===== src/rtl/dpram_bist_ctrl.sv =====
// Dual-port RAM BIST controller: writes seed-derived patterns on one port and
// reads them back on the other, logging mismatches.
// Optional inverse phases (write B with ~pattern, read back on A) are enabled
// by defining BIST_INV_PHASE_EN.
module dpram_bist_ctrl #(
  parameter int unsigned length   = 8,
  parameter int unsigned location = 16,
  localparam int unsigned AW      = (location > 1) ? $clog2(location) : 1
) (
  input  logic              clk,
  input  logic              rst_n,
  input  logic              start,
  input  logic [length-1:0] seed,
  output logic              a_rw,
  output logic              b_rw,
  output logic [AW-1:0]     a_w_addr,
  output logic [AW-1:0]     b_w_addr,
  output logic [AW-1:0]     a_r_addr,
  output logic [AW-1:0]     b_r_addr,
  output logic [length-1:0] a_indata,
  output logic [length-1:0] b_indata,
  input  logic [length-1:0] a_outdata,
  input  logic [length-1:0] b_outdata,
  output logic              busy,
  output logic              done,
  output logic              pass,
  output logic [AW-1:0]     fail_addr,
  output logic              fail_port,
  output logic [AW:0]       err_cnt
);

  localparam logic [AW-1:0] LAST = AW'(location - 1);

  typedef enum logic [2:0] {
    IDLE,
    WR_A,
    RD_B,
`ifdef BIST_INV_PHASE_EN
    WR_B,
    RD_A,
`endif
    DONE
  } state_t;

  state_t              state, state_nxt;
  logic [AW-1:0]       cnt, cnt_nxt;
  logic                tail, tail_nxt;
  logic [length-1:0]   seed_q, seed_nxt;
  logic                cmp_vld, cmp_vld_nxt;
  logic                cmp_port, cmp_port_nxt;
  logic [AW-1:0]       cmp_addr, cmp_addr_nxt;
  logic [length-1:0]   rd_data, rd_exp;
  logic                mismatch;

  logic                a_rw_nxt, b_rw_nxt, busy_nxt, done_nxt, pass_nxt, fail_port_nxt;
  logic [AW-1:0]       a_w_addr_nxt, b_w_addr_nxt, a_r_addr_nxt, b_r_addr_nxt, fail_addr_nxt;
  logic [length-1:0]   a_indata_nxt, b_indata_nxt;
  logic [AW:0]         err_cnt_nxt;

  function automatic logic [length-1:0] pat(input logic [length-1:0] s, input logic [AW-1:0] x);
    return s ^ length'(x);
  endfunction

  // Read data returned this cycle versus the pattern for the address issued last cycle
  always_comb begin
    rd_data  = cmp_port ? a_outdata : b_outdata;
    rd_exp   = cmp_port ? ~pat(seed_q, cmp_addr) : pat(seed_q, cmp_addr);
    mismatch = cmp_vld && (rd_data != rd_exp);
  end

  // Next-state, counter, result and registered-output computation
  always_comb begin
    state_nxt     = state;
    cnt_nxt       = cnt;
    tail_nxt      = tail;
    seed_nxt      = seed_q;
    cmp_vld_nxt   = 1'b0;
    cmp_port_nxt  = 1'b0;
    cmp_addr_nxt  = '0;
    pass_nxt      = pass;
    err_cnt_nxt   = err_cnt;
    fail_addr_nxt = fail_addr;
    fail_port_nxt = fail_port;

    if (mismatch) begin
      pass_nxt = 1'b0;
      if (err_cnt != '1) err_cnt_nxt = err_cnt + 1'b1;
      if (pass) begin
        fail_addr_nxt = cmp_addr;
        fail_port_nxt = cmp_port;
      end
    end

    case (state)
      IDLE, DONE: begin
        if (start) begin
          state_nxt     = WR_A;
          cnt_nxt       = '0;
          tail_nxt      = 1'b0;
          seed_nxt      = seed;
          pass_nxt      = 1'b1;
          err_cnt_nxt   = '0;
          fail_addr_nxt = '0;
          fail_port_nxt = 1'b0;
        end
      end
      WR_A: begin
        if (cnt == LAST) begin
          state_nxt = RD_B;
          cnt_nxt   = '0;
        end else begin
          cnt_nxt = cnt + 1'b1;
        end
      end
      RD_B: begin
        if (!tail) begin
          cmp_vld_nxt  = 1'b1;
          cmp_addr_nxt = cnt;
          if (cnt == LAST) begin
            tail_nxt = 1'b1;
            cnt_nxt  = '0;
          end else begin
            cnt_nxt = cnt + 1'b1;
          end
        end else begin
          tail_nxt = 1'b0;
`ifdef BIST_INV_PHASE_EN
          state_nxt = WR_B;
`else
          state_nxt = DONE;
`endif
        end
      end
`ifdef BIST_INV_PHASE_EN
      WR_B: begin
        if (cnt == LAST) begin
          state_nxt = RD_A;
          cnt_nxt   = '0;
        end else begin
          cnt_nxt = cnt + 1'b1;
        end
      end
      RD_A: begin
        if (!tail) begin
          cmp_vld_nxt  = 1'b1;
          cmp_port_nxt = 1'b1;
          cmp_addr_nxt = cnt;
          if (cnt == LAST) begin
            tail_nxt = 1'b1;
            cnt_nxt  = '0;
          end else begin
            cnt_nxt = cnt + 1'b1;
          end
        end else begin
          tail_nxt  = 1'b0;
          state_nxt = DONE;
        end
      end
`endif
      default: state_nxt = IDLE;
    endcase

    // RAM-side outputs follow the upcoming state so they line up with it
    a_rw_nxt     = (state_nxt == WR_A);
    a_w_addr_nxt = a_rw_nxt ? cnt_nxt : '0;
    a_indata_nxt = a_rw_nxt ? pat(seed_nxt, cnt_nxt) : '0;
    b_r_addr_nxt = (state_nxt == RD_B && !tail_nxt) ? cnt_nxt : '0;
`ifdef BIST_INV_PHASE_EN
    b_rw_nxt     = (state_nxt == WR_B);
    b_w_addr_nxt = b_rw_nxt ? cnt_nxt : '0;
    b_indata_nxt = b_rw_nxt ? ~pat(seed_nxt, cnt_nxt) : '0;
    a_r_addr_nxt = (state_nxt == RD_A && !tail_nxt) ? cnt_nxt : '0;
`else
    b_rw_nxt     = 1'b0;
    b_w_addr_nxt = '0;
    b_indata_nxt = '0;
    a_r_addr_nxt = '0;
`endif
    busy_nxt = (state_nxt != IDLE) && (state_nxt != DONE);
    done_nxt = (state_nxt == DONE);
  end

  // State, datapath and output registers
  always_ff @(posedge clk or negedge rst_n) begin
    if (!rst_n) begin
      state     <= IDLE;
      cnt       <= '0;
      tail      <= 1'b0;
      seed_q    <= '0;
      cmp_vld   <= 1'b0;
      cmp_port  <= 1'b0;
      cmp_addr  <= '0;
      a_rw      <= 1'b0;
      b_rw      <= 1'b0;
      a_w_addr  <= '0;
      b_w_addr  <= '0;
      a_r_addr  <= '0;
      b_r_addr  <= '0;
      a_indata  <= '0;
      b_indata  <= '0;
      busy      <= 1'b0;
      done      <= 1'b0;
      pass      <= 1'b1;
      fail_addr <= '0;
      fail_port <= 1'b0;
      err_cnt   <= '0;
    end else begin
      state     <= state_nxt;
      cnt       <= cnt_nxt;
      tail      <= tail_nxt;
      seed_q    <= seed_nxt;
      cmp_vld   <= cmp_vld_nxt;
      cmp_port  <= cmp_port_nxt;
      cmp_addr  <= cmp_addr_nxt;
      a_rw      <= a_rw_nxt;
      b_rw      <= b_rw_nxt;
      a_w_addr  <= a_w_addr_nxt;
      b_w_addr  <= b_w_addr_nxt;
      a_r_addr  <= a_r_addr_nxt;
      b_r_addr  <= b_r_addr_nxt;
      a_indata  <= a_indata_nxt;
      b_indata  <= b_indata_nxt;
      busy      <= busy_nxt;
      done      <= done_nxt;
      pass      <= pass_nxt;
      fail_addr <= fail_addr_nxt;
      fail_port <= fail_port_nxt;
      err_cnt   <= err_cnt_nxt;
    end
  end

endmodule


===== config.mk =====
export PLATFORM = sky130hd
export DESIGN_NAME = dpram_bist_ctrl
export DESIGN_NICKNAME = d
export VERILOG_FILES = /design/src/rtl/dpram_bist_ctrl.sv
export SDC_FILE = /design/constraint.sdc
export NUM_CORES = 1
export LEC_CHECK = 0
export CORE_AREA = 2 2 88 90
export CTS_BUF_LIST = sky130_fd_sc_hd__clkbuf_4 sky130_fd_sc_hd__clkbuf_8 sky130_fd_sc_hd__clkbuf_16
export CTS_CLUSTER_SIZE = 20
export DETAILED_ROUTE_END_ITERATION = 8
export DIE_AREA = 0 0 90 92
export REMOVE_ABC_BUFFERS = 1
export SLEW_MARGIN = 20
export SYNTH_ARGS = -nofsm -noshare
export SYNTH_HDL_FRONTEND = slang
export SYNTH_SLANG_ARGS = --single-unit

===== constraint.sdc =====
create_clock -name clk -period 2.1 [get_ports clk]
set_input_delay 0.21 -clock clk [delete_from_list [all_inputs] [get_ports clk]]
set_output_delay 0.21 -clock clk [all_outputs]
set_load 0.01 [all_outputs]

Yosys cells after proc, flatten, opt, wreduce, memory -nomap -nowiden. Cells that the tools add are included.

Add/subtract/negate cells: 2. Equality and inequality tests: 10. Muxes and demuxes: 36. Bitwise logic cells: 2. Reduce and logical (&&, ||, !) cells: 7.

Operators by type and width (count): 4-bit two-way mux (11); 8-bit two-way mux (3); 5-bit two-way mux (4); 8-bit by 4-bit XOR with 8-bit output (2); 3-bit by 2-bit equality test with 1-bit output, second input constant (4); 1-bit two-way mux (12); 4-bit case mux with 3 select lines (1); 3-bit two-way mux (3); 3-bit case mux with 3 select lines (1); 8-bit inequality test (1); 3-bit by 1-bit equality test with 1-bit output, second input constant (2); 5-bit by 1-bit adder with 5-bit output, second input constant (1); 5-bit inequality test, second input constant (1); 4-bit by 1-bit adder with 4-bit output, second input constant (1); 4-bit equality test, second input constant (1); 1-bit logical AND (3); 3-bit zero test (1); 3-bit by 2-bit inequality test with 1-bit output, second input constant (1); 3-bit nonzero test (1); 1-bit case mux with 2 select lines (1); 2-bit OR reduction (1); 1-bit zero test (1).

Flip-flop bits (word level): 51. Input bits: 27.

Logic depth before layout (Yosys ltp).
Depth in word-level cells: 7. Depth in mapped cells: 7. Mapped depth without buffers: 7.

Worst setup path before layout. No wires, ideal clock.

Path type: flip-flop to flip-flop. Start: reg seed_q[3]. End: reg err_cnt[0]. Arrival: 1673 ps. Data required time: 1975 ps. Setup slack: 303 ps. Cell stages (with the launch flop): 6. Path buffers: 0. Period minus slack after synthesis: 1797 ps. Cells stage by stage: dfrtp_1 xnor3_1 and3_1 a31oi_2 and2_1 mux2_2.

Word-level cells in the longest chain between the ends: 6.

RTL lines: start: declaration (RTL line 48) `logic [length-1:0] seed_q, seed_nxt;`; start signal: assignment (RTL line 211) `seed_q <= seed_nxt;`; 8-bit by 4-bit XOR with 8-bit output (*) (RTL line 61) `return s ^ length'(x);`; 8-bit inequality test (*) (RTL line 68) `mismatch = cmp_vld && (rd_data != rd_exp);`; 1-bit logical AND (*) (RTL line 68); 5-bit two-way mux (*) (RTL line 85) `if (mismatch) begin`; 5-bit two-way mux (RTL line 96) `if (start) begin`; 5-bit two-way mux (*) (RTL line 94) `case (state)`; net err_cnt_nxt[0] (RTL line 58) `logic [AW:0] err_cnt_nxt;`; end signal: assignment (RTL line 228) `err_cnt <= err_cnt_nxt;`; end: declaration (RTL line 29) `output logic [AW:0] err_cnt`.

Mark *: on every way through the listed nets, which the timed path passes. The rest lies on a longest branch.

Final worst setup path.
Start: reg state[0]. End: reg a_indata[1].

Word-level cells in the longest chain between the ends: 5. Elaborated cells between the ends (all ways): 14.

RTL lines: start: declaration (RTL line 45) `state_t state, state_nxt;`; start signal: assignment (RTL line 208) `state <= state_nxt;`; 3-bit by 2-bit equality test with 1-bit output / 3-bit zero test (equally long branches) (RTL line 94); 2-bit OR reduction (RTL line 94); 3-bit case mux with 3 select lines, or another cell as far along (RTL line 94); 3-bit by 1-bit equality test with 1-bit output / 8-bit by 4-bit XOR with 8-bit output (equally long branches) (RTL line 164, 61); 8-bit two-way mux (*) (RTL line 166) `a_indata_nxt = a_rw_nxt ? pat(seed_nxt, cnt_nxt) : '0;`; net a_indata_nxt[1] (RTL line 57) `logic [length-1:0] a_indata_nxt, b_indata_nxt;`; end signal: assignment (RTL line 221) `a_indata <= a_indata_nxt;`; end: declaration (RTL line 20) `output logic [length-1:0] a_indata,`.

Marks and branches as above.

==> flow_summary.html <==
<table>
<tr><th>Metric</th><th>Value</th></tr>
<tr><th colspan="2">Hold path</th></tr>
<tr><td>Class of the tightest hold or removal check</td><td>in -&gt; async</td></tr>
<tr><th colspan="2">Setup path</th></tr>
<tr><td>CP endpoint kind</td><td>register</td></tr>
<tr><td>R2R Path Start</td><td>state[0]$_DFF_PN0_</td></tr>
<tr><td>CP Class</td><td>reg -&gt; reg</td></tr>
<tr><td>Timing startpoint of the critical path</td><td>state[0]$_DFF_PN0_</td></tr>
<tr><td>Launching element type of the critical path</td><td>register</td></tr>
<tr><td>Data required time at the worst endpoint</td><td>2.33 ns</td></tr>
<tr><td>Flop-to-flop setup slack</td><td>between 0.2 and 0.25 ns</td></tr>
<tr><td>Cell depth of the worst flop-to-flop path</td><td>6</td></tr>
<tr><td>Critical Path AT</td><td>around 2.1 ns</td></tr>
<tr><td>End of the worst register-to-register path</td><td>a_indata[1]$_DFF_PN0_</td></tr>
<tr><td>Worst-path maximum fanout</td><td>14</td></tr>
<tr><th colspan="2">Clocking</th></tr>
<tr><td>Clock-pin slew reported for the worst setup and hold paths after clock tree synthesis</td><td>roughly 0.09 ns</td></tr>
<tr><td>Number of CTS-inserted buffers</td><td>5</td></tr>
<tr><td>Number of sinks on the clock net</td><td>51</td></tr>
<tr><td>Clock latency on the worst-skew pair</td><td>around 0.30 ns</td></tr>
<tr><td>CTS H-tree depth</td><td>2</td></tr>
<tr><td>Clock tree from TritonCTS</td><td>done</td></tr>
<tr><td>Post-CTS setup buffer count</td><td>0</td></tr>
<tr><td>Clock Root Buffer</td><td>clkbuf_8</td></tr>
<tr><td>Max Root-Sink Buffers</td><td>2</td></tr>
<tr><th colspan="2">Die</th></tr>
<tr><td>CORE AREA</td><td>roughly 7400 sq um</td></tr>
<tr><td>I/O pin count</td><td>74</td></tr>
<tr><td>Site row count</td><td>32</td></tr>
<tr><td>Starting Density</td><td>33.2%</td></tr>
<tr><td>Die ar.</td><td>~8300 sq um</td></tr>
<tr><td>Die outline width</td><td>roughly 90 microns</td></tr>
<tr><td>Die H</td><td>92 microns</td></tr>
<tr><th colspan="2">Synth</th></tr>
<tr><td>Proportion of netlist area held by the largest area contributor</td><td>between 50% and 60%</td></tr>
<tr><td>Total of warnings raised by yosys</td><td>0</td></tr>
<tr><td>EDFF count, synth</td><td>0</td></tr>
<tr><td>Synth async-reset ratio</td><td>100%</td></tr>
<tr><td>Most used flip-flop cell after synthesis</td><td>dfrtp_1</td></tr>
<tr><td>Cell types with the largest area share after synthesis</td><td>dfrtp_1 (51%), buf_4 (5.2%), mux2i_1 (4.0%)</td></tr>
<tr><td>Average cell area after synthesis</td><td>roughly 11 sq um</td></tr>
<tr><td>Commonest cells in the netlist</td><td>dfrtp_1 (50), buf_4 (17), nor2_1 (16), inv_1 (15)</td></tr>
<tr><td>Flop and latch count out of synthesis</td><td>51</td></tr>
<tr><td>Most used standard cell by instance count after synthesis</td><td>dfrtp_1</td></tr>
<tr><td>Yosys cell types</td><td>47</td></tr>
<tr><td>Post-synthesis cell area</td><td>between 2000 and 2500 sq um</td></tr>
<tr><td>Sequential share of the synthesized area</td><td>51.7%</td></tr>
<tr><td>Cell count after synthesis</td><td>220</td></tr>
<tr><td>Cell accounting for the most synthesized area</td><td>dfrtp_1</td></tr>
<tr><th colspan="2">Pwr</th></tr>
<tr><td>Cell Pwr Density</td><td>approximately 700 nW/um^2</td></tr>
<tr><td>Worst-case vdd ir drop</td><td>around 0.33 mV</td></tr>
<tr><td>Static power due to leakage</td><td>about 0.0015 uW</td></tr>
<tr><th colspan="2">Job</th></tr>
<tr><td>Number of max-cap violations</td><td>0</td></tr>
<tr><th colspan="2">STA</th></tr>
<tr><td>Clk_skew</td><td>slightly above 0.007 ns</td></tr>
<tr><td>Setup repair after global routing missed its margin</td><td>no</td></tr>
<tr><td>Final hold slack</td><td>about 0.42 ns</td></tr>
<tr><td>Final critical delay including setup and external delays</td><td>between 1.5 and 2 ns</td></tr>
<tr><td>Final clock period utilization by the worst path</td><td>between 80% and 90%</td></tr>
<tr><td>Setup-violating endpoint count in the final report</td><td>0</td></tr>
<tr><td>Top achievable clock speed</td><td>approximately 0.53 GHz</td></tr>
<tr><td>Number of failing hold endpoints at the final stage</td><td>0</td></tr>
<tr><td>Max Transition Viols Final</td><td>0</td></tr>
<tr><th colspan="2">Route</th></tr>
<tr><td>Drt first-iter violations</td><td>42</td></tr>
<tr><td>Drt pass-1 iters</td><td>4</td></tr>
<tr><td>Post-DR wirelength/cell</td><td>12.5 microns</td></tr>
<tr><td>Final routed wirelength across all metal layers</td><td>just under 5000 microns</td></tr>
<tr><td>Residual antenna-violating net count after detailed routing</td><td>0</td></tr>
<tr><td>DR vias</td><td>1696</td></tr>
<tr><td>Number of DRC violations after detailed routing</td><td>0</td></tr>
<tr><td>Detailed-route vias per instance</td><td>about 4.4</td></tr>
<tr><th colspan="2">GRT</th></tr>
<tr><td>Overall routing resource usage</td><td>roughly 13%</td></tr>
<tr><td>Number of global-route vias before repair</td><td>between 1500 and 2000</td></tr>
<tr><td>Global routing usage on met2</td><td>19.5%</td></tr>
<tr><td>Met3 layer usage reported by global route</td><td>~3.4%</td></tr>
<tr><td>Initial antenna violation count</td><td>0</td></tr>
<tr><td>Layer with the highest usage after global routing</td><td>met2</td></tr>
<tr><td>Aggregate global routing overflow</td><td>0</td></tr>
<tr><td>Wire length of the first global-routing pass</td><td>8280 microns</td></tr>
<tr><td>Maximum number of pins on one net before global-route repair</td><td>27</td></tr>
<tr><td>GR Layer Usage met1</td><td>around 17%</td></tr>
<tr><th colspan="2">Finish</th></tr>
<tr><td>Layout cells sized above 1</td><td>roughly 12%</td></tr>
<tr><td>Ant. Diodes</td><td>0</td></tr>
<tr><td>Area added between synthesis and finish</td><td>30.0%</td></tr>
<tr><td>Nets</td><td>310</td></tr>
<tr><td>Utilization of the core after routing</td><td>43.1%</td></tr>
<tr><th colspan="2">Outcome</th></tr>
<tr><td>Outcome</td><td>completed</td></tr>
<tr><th colspan="2">Placed design</th></tr>
<tr><td>Port bufs</td><td>48</td></tr>
<tr><td>Placer Congestion</td><td>0.817</td></tr>
<tr><td>HPWL reported at the end of detailed placement</td><td>approximately 3600 microns</td></tr>
</table>
==> worst max-delay path by stage <==
stage,end,slack [ns]
after floorplan,a_indata[1]$_DFF_PN0_,-0.09
after global placement,a_indata[1]$_DFF_PN0_,0.11
after detailed placement,a_indata[0]$_DFF_PN0_,0.06
after CTS,a_indata[0]$_DFF_PN0_,0.21
after global routing,a_indata[2]$_DFF_PN0_,0.08
final,a_indata[1]$_DFF_PN0_,0.22
==> final cells by class <==
cell class | instances | area (sq um)
Timing Repair Buffer | 60 | 581
Fill cell | 747 | 4230
Clock inverter | 3 | 67.6
Sequential cell | 51 | 1280
Multi-Input combinational cell | 148 | 1030
Tap cell | 102 | 128
Clock buffer | 5 | 68.8
Inverter | 15 | 56.3
==> layer usage <==
layer  up-vias  routed length, microns
li1        827                       -
met1       821                    2320
met2        42                    2190
met3         6                     235
met4         0                      70
met5         -                       0
==> timing repair <==
item,in CTS,in global routing
gates resized for setup,0,0
endpoints found under the hold margin,50,0
hold buffers,1,0
==> cells by family (layout without fill, tap and decap cells) <==
family / Yosys count / after routing / synth area share [%]
multiplexers: 15 / 15 / 6.33
flip-flops: 51 / 51 / 51.7
buffers and inverters: 38 / 83 / 9.06
AND/OR/NAND/NOR: 69 / 69 / 16.9
XOR/XNOR: 9 / 9 / 4.86
other: 1 / 18 / 0.152
adder cells (fa/ha/maj): 2 / 2 / 1.01
AO/OA/AOI/OAI: 35 / 35 / 10.0
==> flip-flops by register name, summed over array words and instances (netlist names), 3 cells and up <==
register   count
a_indata       8
a_w_addr       4
b_r_addr       4
cmp_addr       4
cnt            4
err_cnt        5
fail_addr      4
seed_q         8
state          3
==> power breakdown <==
group	switching, uW	internal, uW
combinational	174	185
clock	322	475
sequential	44.9	1040
total	541	1700
==> through the flow <==
step | area (sq um) | setup slack (ns) | power (uW) | cells | TNS, ns
2_1_floorplan | 2370 | -0.0903 | 1310 | 214 | -0.228
3_3_place_gp | 3070 | 0.108 | 1460 | 375 | 0
3_5_place_dp | 3070 | 0.0568 | 1470 | 375 | 0
4_1_cts | 3210 | 0.214 | 2280 | 384 | 0
5_1_grt | 3210 | 0.0769 | 2360 | 384 | 0
6_report | 3210 | 0.218 | 2240 | 384 | 0
==> cells in the final DEF, fill, tap and decap left out, drive strengths merged, types with 5 or more instances in the layout <==
master,n
a21oi,11
and2,11
buf,12
clkbuf,5
clkdlybuf4s50,47
conb,18
dfrtp,50
inv,15
mux2,5
mux2i,10
nand2,7
nor2,16
nor2b,5
o21ai,6
xor2,5
==> worst max-delay path, stage by stage, from the launching register on <==
cell and delay [ns]:
dfrtp_1 0.45, or2b_2 0.37, nor4b_4 0.16, buf_12 0.15, mux2i_1 0.14, or3_1 0.38, a21oi_1 0.14
No activity file was read; power rests on OpenSTA's default activity.
